File: config.mk
export PLATFORM = sky130hd
export DESIGN_NAME = ula_buffer_saida
export DESIGN_NICKNAME = d
export VERILOG_FILES = /design/src/rtl/ula_buffer_saida.sv
export SDC_FILE = /design/constraint.sdc
export NUM_CORES = 1
export LEC_CHECK = 0
export CELL_PAD_IN_SITES_DETAIL_PLACEMENT = 0
export CELL_PAD_IN_SITES_GLOBAL_PLACEMENT = 2
export CORE_AREA = 2 2 115 128
export DETAILED_ROUTE_END_ITERATION = 8
export DIE_AREA = 0 0 117 130
export GPL_TIMING_DRIVEN = 0
export PLACE_DENSITY_LB_ADDON = 0.12
export SYNTH_ARGS = -nofsm -noshare
export SYNTH_HDL_FRONTEND = slang
export SYNTH_SLANG_ARGS = --single-unit
File: constraint.sdc
create_clock -name clock -period 4.7 [get_ports clock]
set_input_delay 0.94 -clock clock [delete_from_list [all_inputs] [get_ports clock]]
set_output_delay 0.94 -clock clock [all_outputs]
set_load 0.005 [all_outputs]
File: src/rtl/ula_buffer_saida.sv
// ula_buffer_saida
//   Two-entry elastic buffer placed directly after the ULA. It holds a result,
//   its destination register and its write-enable until writeback accepts them.
//   The head register drives the outputs directly. A skid register absorbs
//   one extra entry, which lets the buffer accept an input in the same cycle
//   that writeback stalls.
// Ports
//   clock, reset (sync, active-low), limpa (sync flush)
//   entValido/entPronto : upstream handshake; ulaSaida/regDestino/escreveReg : entry
//   saiValido/saiPronto : downstream handshake; saiResultado/saiRegDestino/
//   saiEscreveReg/saiZero : head entry; contResultados : delivered-entry count
module ula_buffer_saida #(
  parameter int unsigned LARGURA  = 32,
  parameter int unsigned REG_BITS = 5
) (
  input  logic                clock,
  input  logic                reset,
  input  logic                limpa,
  input  logic                entValido,
  output logic                entPronto,
  input  logic [LARGURA-1:0]  ulaSaida,
  input  logic [REG_BITS-1:0] regDestino,
  input  logic                escreveReg,
  output logic                saiValido,
  input  logic                saiPronto,
  output logic [LARGURA-1:0]  saiResultado,
  output logic [REG_BITS-1:0] saiRegDestino,
  output logic                saiEscreveReg,
  output logic                saiZero,
  output logic [15:0]         contResultados
);

  typedef enum logic [1:0] {VAZIO, UM, CHEIO} estado_t;

  estado_t               r_estado;
  estado_t               w_prox;

  logic [LARGURA-1:0]    r_cabRes;
  logic [REG_BITS-1:0]   r_cabReg;
  logic                  r_cabEsc;
  logic                  r_cabZero;
  logic [LARGURA-1:0]    r_skRes;
  logic [REG_BITS-1:0]   r_skReg;
  logic                  r_skEsc;
  logic [15:0]           r_cont;

  logic                  w_push;
  logic                  w_pop;
  logic                  w_cabDeEnt;
  logic                  w_cabDeSkid;
  logic                  w_carregaSkid;

  assign entPronto      = (r_estado != CHEIO);
  assign saiValido      = (r_estado != VAZIO);
  assign w_push         = entValido & entPronto;
  assign w_pop          = saiValido & saiPronto;

  assign saiResultado   = r_cabRes;
  assign saiRegDestino  = r_cabReg;
  assign saiEscreveReg  = r_cabEsc;
  assign saiZero        = r_cabZero;
  assign contResultados = r_cont;

  always_comb begin
    w_prox        = r_estado;
    w_cabDeEnt    = 1'b0;
    w_cabDeSkid   = 1'b0;
    w_carregaSkid = 1'b0;
    unique case (r_estado)
      VAZIO: begin
        if (w_push) begin
          w_cabDeEnt = 1'b1;
          w_prox     = UM;
        end
      end
      UM: begin
        unique case ({w_push, w_pop})
          2'b10: begin
            w_carregaSkid = 1'b1;
            w_prox        = CHEIO;
          end
          2'b01: w_prox = VAZIO;
          // Head leaves and the new entry replaces it in the same cycle.
          2'b11: w_cabDeEnt = 1'b1;
          default: w_prox = UM;
        endcase
      end
      CHEIO: begin
        if (w_pop) begin
          w_cabDeSkid = 1'b1;
          w_prox      = UM;
        end
      end
      default: w_prox = VAZIO;
    endcase
  end

  always_ff @(posedge clock) begin
    if (!reset) begin
      r_estado  <= VAZIO;
      r_cabRes  <= '0;
      r_cabReg  <= '0;
      r_cabEsc  <= 1'b0;
      r_cabZero <= 1'b1;
      r_skRes   <= '0;
      r_skReg   <= '0;
      r_skEsc   <= 1'b0;
      r_cont    <= '0;
    end else if (limpa) begin
      // Flush drops the entries. Head fields keep their contents, and the
      // count does not change because nothing was delivered.
      r_estado <= VAZIO;
    end else begin
      r_estado <= w_prox;
      if (w_cabDeEnt) begin
        r_cabRes  <= ulaSaida;
        r_cabReg  <= regDestino;
        r_cabEsc  <= escreveReg;
        r_cabZero <= (ulaSaida == '0);
      end else if (w_cabDeSkid) begin
        r_cabRes  <= r_skRes;
        r_cabReg  <= r_skReg;
        r_cabEsc  <= r_skEsc;
        r_cabZero <= (r_skRes == '0);
      end
      if (w_carregaSkid) begin
        r_skRes <= ulaSaida;
        r_skReg <= regDestino;
        r_skEsc <= escreveReg;
      end
      if (w_pop) r_cont <= r_cont + 16'd1;
    end
  end

endmodule

* After elaboration in Yosys (flattened, before gate mapping) *
Index checks and enable logic that the tools add are counted.

operators by class
  $add $sub $neg = 1
  equality and inequality tests = 9
  muxes and demuxes = 19
  bitwise logic cells = 4
  reduce and logical (&&, ||, !) cells = 10

operator list
  cell                     count
  $logic_not A32 Y1        2
  $mux W32                 2
  $add A16 B1 Y16 const B  1
  $pmux W2 S3              2
  $mux W1                  10
  $mux W5                  2
  $ne A2 B2 Y1 const B     4
  $eq A2 B2 Y1 const B     3
  $reduce_and A2 Y1        3
  $eq A2 B1 Y1 const B     2
  $mux W2                  2
  $reduce_bool A2 Y1       2
  $reduce_and A3 Y1        1
  $and A1 B1 Y1            2
  $logic_not A2 Y1         1
  $not A1 Y1               2
  $pmux W1 S2              1
  $reduce_or A2 Y1         1

storage, ports and cells
  register bits = 95
  input port bits = 43
  output and inout bits = 57
  logic and storage cells = 52

* Longest topological paths before layout *
Gate-level depths: netlist of run 1.

  depth after elaboration = 7
  mapped depth = 12

* Worst setup path before layout of run 1 *
Ideal clock, no wire load.

  path kind = input-to-reg
  start point = in saiPronto
  end point = reg r_cabZero, in the netlist saiZero
  setup time = 0.122 ns
  data arrival time = 2.400 ns
  data required time = 4.578 ns
  slack = 2.178 ns
  stages = 10
  path buffers = 3
  cells stage by stage = o21ai_2 > buf_6 > inv_1 > ha_1 > mux2i_1 > clkbuf_1 > or2_2 > clkbuf_1 > o2111ai_1 > o311a_1

between the ends
  word-level cells in the longest chain between the ends = 6

RTL lines
  element                              line  source
  start: declaration                   25    input logic saiPronto,
  $and A1 B1 Y1 *                      56    assign w_pop = saiValido & saiPronto;
  $eq A2 B2 Y1                         77    unique case ({w_push, w_pop})
  $mux W1                              77
  $pmux W1 S2                          69    unique case (r_estado)
  $reduce_bool A2 Y1 (no source line)  -
  $reduce_and A2 Y1 (no source line)   -
  end signal: assignment               119   r_cabZero <= (ulaSaida == '0);
  end signal: assignment               124   r_cabZero <= (r_skRes == '0);
  end: declaration                     41    logic r_cabZero;

Mark *: on every way between the ends. The rest lies on a longest branch, timed or not.
A chain may end at the register's enable or synchronous reset.

* Worst setup path after layout of run 1 *
  start point = reg r_estado[1]
  end point = out saiValido

between the ends
  word-level cells in the longest chain between the ends = 1

RTL lines
  element                   line  source
  start: declaration        35    estado_t r_estado;
  start signal: assignment  114   r_estado <= w_prox;
  $reduce_bool A2 Y1        54    assign saiValido = (r_estado != VAZIO);
  end: declaration          24    output logic saiValido,

Every way passes these cells.

==> results of run 1 <==
[worst register-to-register path, stage by stage (launching register included)]
cell      delay (ns)
dfxtp_1         0.51
nand2b_1        0.20
and2_1          0.24
ha_1            0.20
mux2i_1         0.26
clkbuf_1        0.41
or2_2           0.19
clkbuf_1        0.28
nand2_1         0.12
a311oi_1        0.28
[sequential cells by signal, summed over array words and instances (netlist names)]
register and cells:
contResultados 16, saiRegDestino 5, saiResultado 32, r_skRes 32, r_estado 2, saiEscreveReg 1
saiZero 1, r_skEsc 1, r_skReg 5
[cell families (layout without fill, tap and decap cells)]
group           after synthesis  in the layout  share of synthesized area
compound gates              125            125                      0.198
xor+xnor                      7              7                     0.0149
fa+ha+maj                     4              4                     0.0122
buf+inv                      48            163                     0.0482
flops                        95             95                      0.464
mux                           9              9                     0.0220
simple gates                222            222                      0.241
[cell type report]
class	count	area [µm²]	share of cell area
Clock buffer	12	246	0.0438
Clock inverter	4	45.0	0.00801
Sequential cell	95	1900	0.338
Timing Repair Buffer	99	991	0.176
Tap cell	192	240	0.0427
Inverter	5	18.8	0.00334
Buffer	43	179	0.0318
Multi-Input combinational cell	367	2000	0.356
[placed cells by master (no fill, tap or decap), types with 20 or more instances in the layout]
cell type | synthesis | routed
nand2_1 | 120 | 120
clkdlybuf4s50_1 | 0 | 99
dfxtp_1 | 95 | 95
nor2_1 | 47 | 47
a21oi_1 | 44 | 44
clkbuf_1 | 33 | 35
a311oi_1 | 32 | 32
o21ai_0 | 30 | 30
nor4_1 | 20 | 20
[power groups by stage]
stage	clock network (mW)	registers (mW)	logic, mW
6_report	0.743	0.853	0.236
5_1_grt	0.797	0.856	0.261
4_1_cts	0.764	0.853	0.240
3_5_place_dp	0	0.871	0.239
3_3_place_gp	0	0.870	0.239
2_1_floorplan	0	0.870	0.0999
[routing by layer]
metal / GRT usage / vias up / share of wire
li1: - / 2031 / -
met2: 0.306 / 82 / 0.48
met4: 0.0706 / 0 / 0.019
met3: 0.0358 / 13 / 0.044
met5: 0 / - / 0
met1: 0.228 / 1922 / 0.45
[worst max path at each step]
stage | start | to | slack, ns | cells after the start
2_1_floorplan | saiPronto | saiZero | 2.18 | 10
3_3_place_gp | saiPronto | saiResultado[25] | 1.08 | 11
3_5_place_dp | saiPronto | saiResultado[24] | 1.08 | 10
4_1_cts | r_estado[1] | saiValido | 1.33 | 4
5_1_grt | r_estado[1] | saiValido | 1.17 | 4
6_report | r_estado[1] | saiValido | 1.38 | 4
==> metrics.txt, run 1 <==
Net Switching 0.455 mW; Startpoint Class flip-flop; Max Slew Vio Count 0; TritonCTS Buffers 9; critical path, cell by cell clkbuf_1 > clkbuf_1 > or2_2 > clkdlybuf4s50_1; Max Root-Sink Buffers 2; worst slack at placement 1.08 ns; unrepaired setup endpoints after global routing false; Seq cells post-synth 95; count leader, synth nand2_1; fin worst setup slack 1.38 ns; VDD IR max 0.000136 V; fmax 301 MHz; Crit path required time 3.76 ns; outcome complete, no violations; Placement Cell Area 5330 µm²; synth top area cells dfxtp_1, nand2_1, a311oi_1; final setup fails 0; drt first pass iters 4; NumNets Final 667; post-synth cell types 41; # IOs 100; Vias/cell 4.95; layout cell share with drive strength beyond 1 0.0432; Post-synth EDFFs 0; vias in the first global route 3936; maxcap violations 0; Die Wd 117 µm; synthesized area 4100 µm²; design internal power 1.38 mW; vias 4048; Slew HR 0.527; top cell type's share of synthesized area 0.464; Flop pwr share 0.465; post_cts resized 0; CTS Hold Bufs 0; # rows 46; largest net degree at the start of global routing 15; crit-path leading delay family buffers and inverters; crit path capture type primary output; gate count of the mapped netlist 510; Detail Placement HPWL 9.74 mm; Final period util 0.706; Hold Crit Depth 2; Setup TNS 0 ns; Placer Congestion 0.774; DRC 0; placed cell count 801; total inserted antenna cells 0; Worst-Margin Slew 0.709 ns; Reg2Reg Setup Slack 1.90 ns; Sw Ratio 0.248; die area 15200 µm²; syn nets 557; Area Overhead vs Synth 37.1%; Buffers & Inverters on Critical Path 3; path depth of the worst reg2reg path 9; PwrDens 326 nW/µm²; Syn Area/Cell 8.04 µm²; synth warn 0; Crit Path Max Fanout 10; Worst Path Arrival 2.38 ns; Power Total 1.83 mW; CTS clk-pin slew, worst paths 0.07 ns; Hold Path Sink r_skReg[1]; Critical Path Most Common Cell clkbuf_1; Setup Fix Bufs, Post-CTS 0; WS Path Type flip-flop to primary output; Core Area 14100 µm²; Hold WC Path Type flip-flop to flip-flop; minimum clock period 3.32 ns; gr ovfl total 0; post-route antenna net violation count 0; die height 130 µm; Synth top cells by count nand2_1, dfxtp_1, nor2_1, a21oi_1, clkbuf_1; worst skew pair latency 0.35 ns; dominant synthesized flop cell dfxtp_1; Comb power frac 0.129; DRC marker count from the first detailed-route iteration 165; DRT Wirelength 13.3 mm; Initial Utilization 0.291; clock network power share 0.406; register area share after synthesis 0.464; FF-to-FF End saiResultado[28]; GRT Util Overall 0.181; final instance area 5620 µm²; WL/cell 16.3 µm; Clock Sink Count 95; CTS tree built; fin cells 817; final cell utilization of the core 0.399; root buffer cell clkbuf_16; CP max-delay cell dfxtp_1; htree depth 3; I/O Buffers 99; Fill cells 1456; Yosys top cell by area dfxtp_1; antenna violations before repair 0; hold_sp r_skReg[1]; max incr delay on CP 0.51 ns; Final Hold Fails 0; LEAKAGE 1.81 nW; global-route wire length before repair 21.2 mm; reg-to-reg startpoint r_estado[1]; skew final 0.00488 ns; ys async rst share 0; hold_ws 0.457 ns
Power figures use the tool's default switching activity.
==> run 2: changes to the inputs <==
CORE_AREA = 2 2 119 132   (was 2 2 115 128)
DIE_AREA = 0 0 121 134   (was 0 0 117 130)
clock period = 3.4 ns   (was 4.7 ns; I/O delays follow)
==> metrics.txt, run 2 (synthesized netlist as in run 1, its figures left out) <==
outcome complete, no violations; root buffer cell clkbuf_16; Final period util 0.891; crit path capture type primary output; Critical Path Most Common Cell clkbuf_1; Max Slew Vio Count 0; commonest non-fill, non-tap cell in the layout nand2_1; CTS tree built; Fill cells 1575; Startpoint Class flip-flop; skew final 0.00711 ns; drt first pass iters 4; Vias/cell 4.95; FF-to-FF End saiResultado[25]; Hold WC Path Type flip-flop to flip-flop; largest net degree at the start of global routing 16; vias in the first global route 4082; CP max-delay cell clkdlybuf4s50_1; Max Root-Sink Buffers 2; Area Overhead vs Synth 38.0%; clock network power share 0.424; CTS Hold Bufs 0; Setup Fix Bufs, Post-CTS 0; die height 134 µm; CTS clk-pin slew, worst paths 0.06 ns; antenna violations before repair 0; TritonCTS Buffers 9; max incr delay on CP 0.49 ns; Sw Ratio 0.244; minimum clock period 3.03 ns; Reg2Reg Setup Slack 0.55 ns; hold_sp r_skReg[2]; Clock Sink Count 95; path depth of the worst reg2reg path 10; Initial Utilization 0.276; Worst Path Arrival 2.35 ns; unrepaired setup endpoints after global routing false; WL/cell 16.9 µm; Placement Cell Area 5340 µm²; Slew HR 0.519; LEAKAGE 1.82 nW; Hold Path Sink r_skReg[2]; Worst-Margin Slew 0.721 ns; NumNets Final 667; GRT Util Overall 0.176; critical path, cell by cell clkbuf_1 > clkbuf_1 > or2_2 > clkdlybuf4s50_1; final setup fails 0; Power Total 2.62 mW; worst skew pair latency 0.35 ns; DRC marker count from the first detailed-route iteration 178; die area 16200 µm²; design internal power 1.98 mW; Comb power frac 0.126; DRT Wirelength 13.9 mm; Setup TNS 0 ns; fmax 330 MHz; htree depth 3; post_cts resized 0; Die Wd 121 µm; maxcap violations 0; reg-to-reg startpoint r_estado[0]; WS Path Type flip-flop to primary output; post-route antenna net violation count 0; final instance area 5660 µm²; # IOs 100; Net Switching 0.641 mW; VDD IR max 0.000184 V; gr ovfl total 0; Detail Placement HPWL 10.2 mm; I/O Buffers 99; layout cell share with drive strength beyond 1 0.0448; Hold Crit Depth 2; vias 4063; global-route wire length before repair 22.2 mm; Final Hold Fails 0; commonest non-fill, non-tap cells in the layout nand2_1, clkdlybuf4s50_1, dfxtp_1; Crit path required time 2.72 ns; Core Area 14900 µm²; total inserted antenna cells 0; DRC 0; Flop pwr share 0.450; Crit Path Max Fanout 10; # rows 47; PwrDens 463 nW/µm²; Placer Congestion 0.791
[run 2: cell types whose count changed in the layout (fill, tap and decap cells not counted), sizes merged]
| cell | delta |
|---|---|
| bufinv | +1 |
| clkbuf | -1 |
| clkinv | -1 |
| clkinvlp | +1 |
[run 2: power by group through the flow]
stage | combinational [mW] | clock, mW | sequential, mW
global placement | 0.334 | 0 | 1.20
detailed placement | 0.335 | 0 | 1.20
floorplan | 0.138 | 0 | 1.20
global route | 0.365 | 1.20 | 1.18
finish | 0.331 | 1.11 | 1.18
CTS | 0.336 | 1.15 | 1.18
[run 2: critical path, delay by kind of cell, from the launching register on]
kind	cells	cell delay (ns)
DFF	1	0.48
and+or+nand+nor	1	0.20
buffers and inverters	3	1.33
[run 2: cell type report]
type / instances / area (µm²) / area share
timing repair buffer: 99 / 991 / 0.175
multi-input combinational: 367 / 2000 / 0.354
sequential: 95 / 1900 / 0.336
buffer: 43 / 179 / 0.0316
clock buffer: 11 / 243 / 0.0429
inverter: 5 / 18.8 / 0.00331
tap: 196 / 245 / 0.0433
clock inverter: 5 / 81.3 / 0.0144
[run 2: worst max path at each step]
stage / startpoint / end / slack (ns) / cells past startpoint
2_1_floorplan: saiPronto / saiZero / 1.14 / 10
3_3_place_gp: saiPronto / saiResultado[25] / 0.01 / 11
3_5_place_dp: saiPronto / saiResultado[25] / 0.01 / 11
4_1_cts: r_estado[1] / saiValido / 0.29 / 4
5_1_grt: r_estado[1] / saiValido / 0.16 / 4
6_report: r_estado[1] / saiValido / 0.37 / 4
[run 2: stage by stage]
stage / std cells / util / hold slack, ns / worst slack [ns]
after floorplan: 510 / - / 0.436 / 1.14
after global placement: 805 / 0.359 / 0.444 / 0.0136
after detailed placement: 805 / 0.359 / 0.452 / 0.0120
after CTS: 821 / 0.381 / 0.461 / 0.291
after global routing: 821 / 0.381 / 0.481 / 0.165
final: 821 / 0.381 / 0.459 / 0.369
[run 2: layer usage]
| metal | vias up | global-route usage | routed length (µm) |
|---|---|---|---|
| met5 | - | 0 | 0 |
| met4 | 0 | 0.0665 | 250 |
| met3 | 14 | 0.0306 | 562 |
| met2 | 89 | 0.289 | 6680 |
| met1 | 1932 | 0.229 | 6360 |
| li1 | 2028 | - | - |
==> run 3: changes to the inputs <==
ABC_CLOCK_PERIOD_IN_PS = 3400   (was unset)
==> results of run 3 <==
Final layout, timing and power as in run 2 (identical DEF).
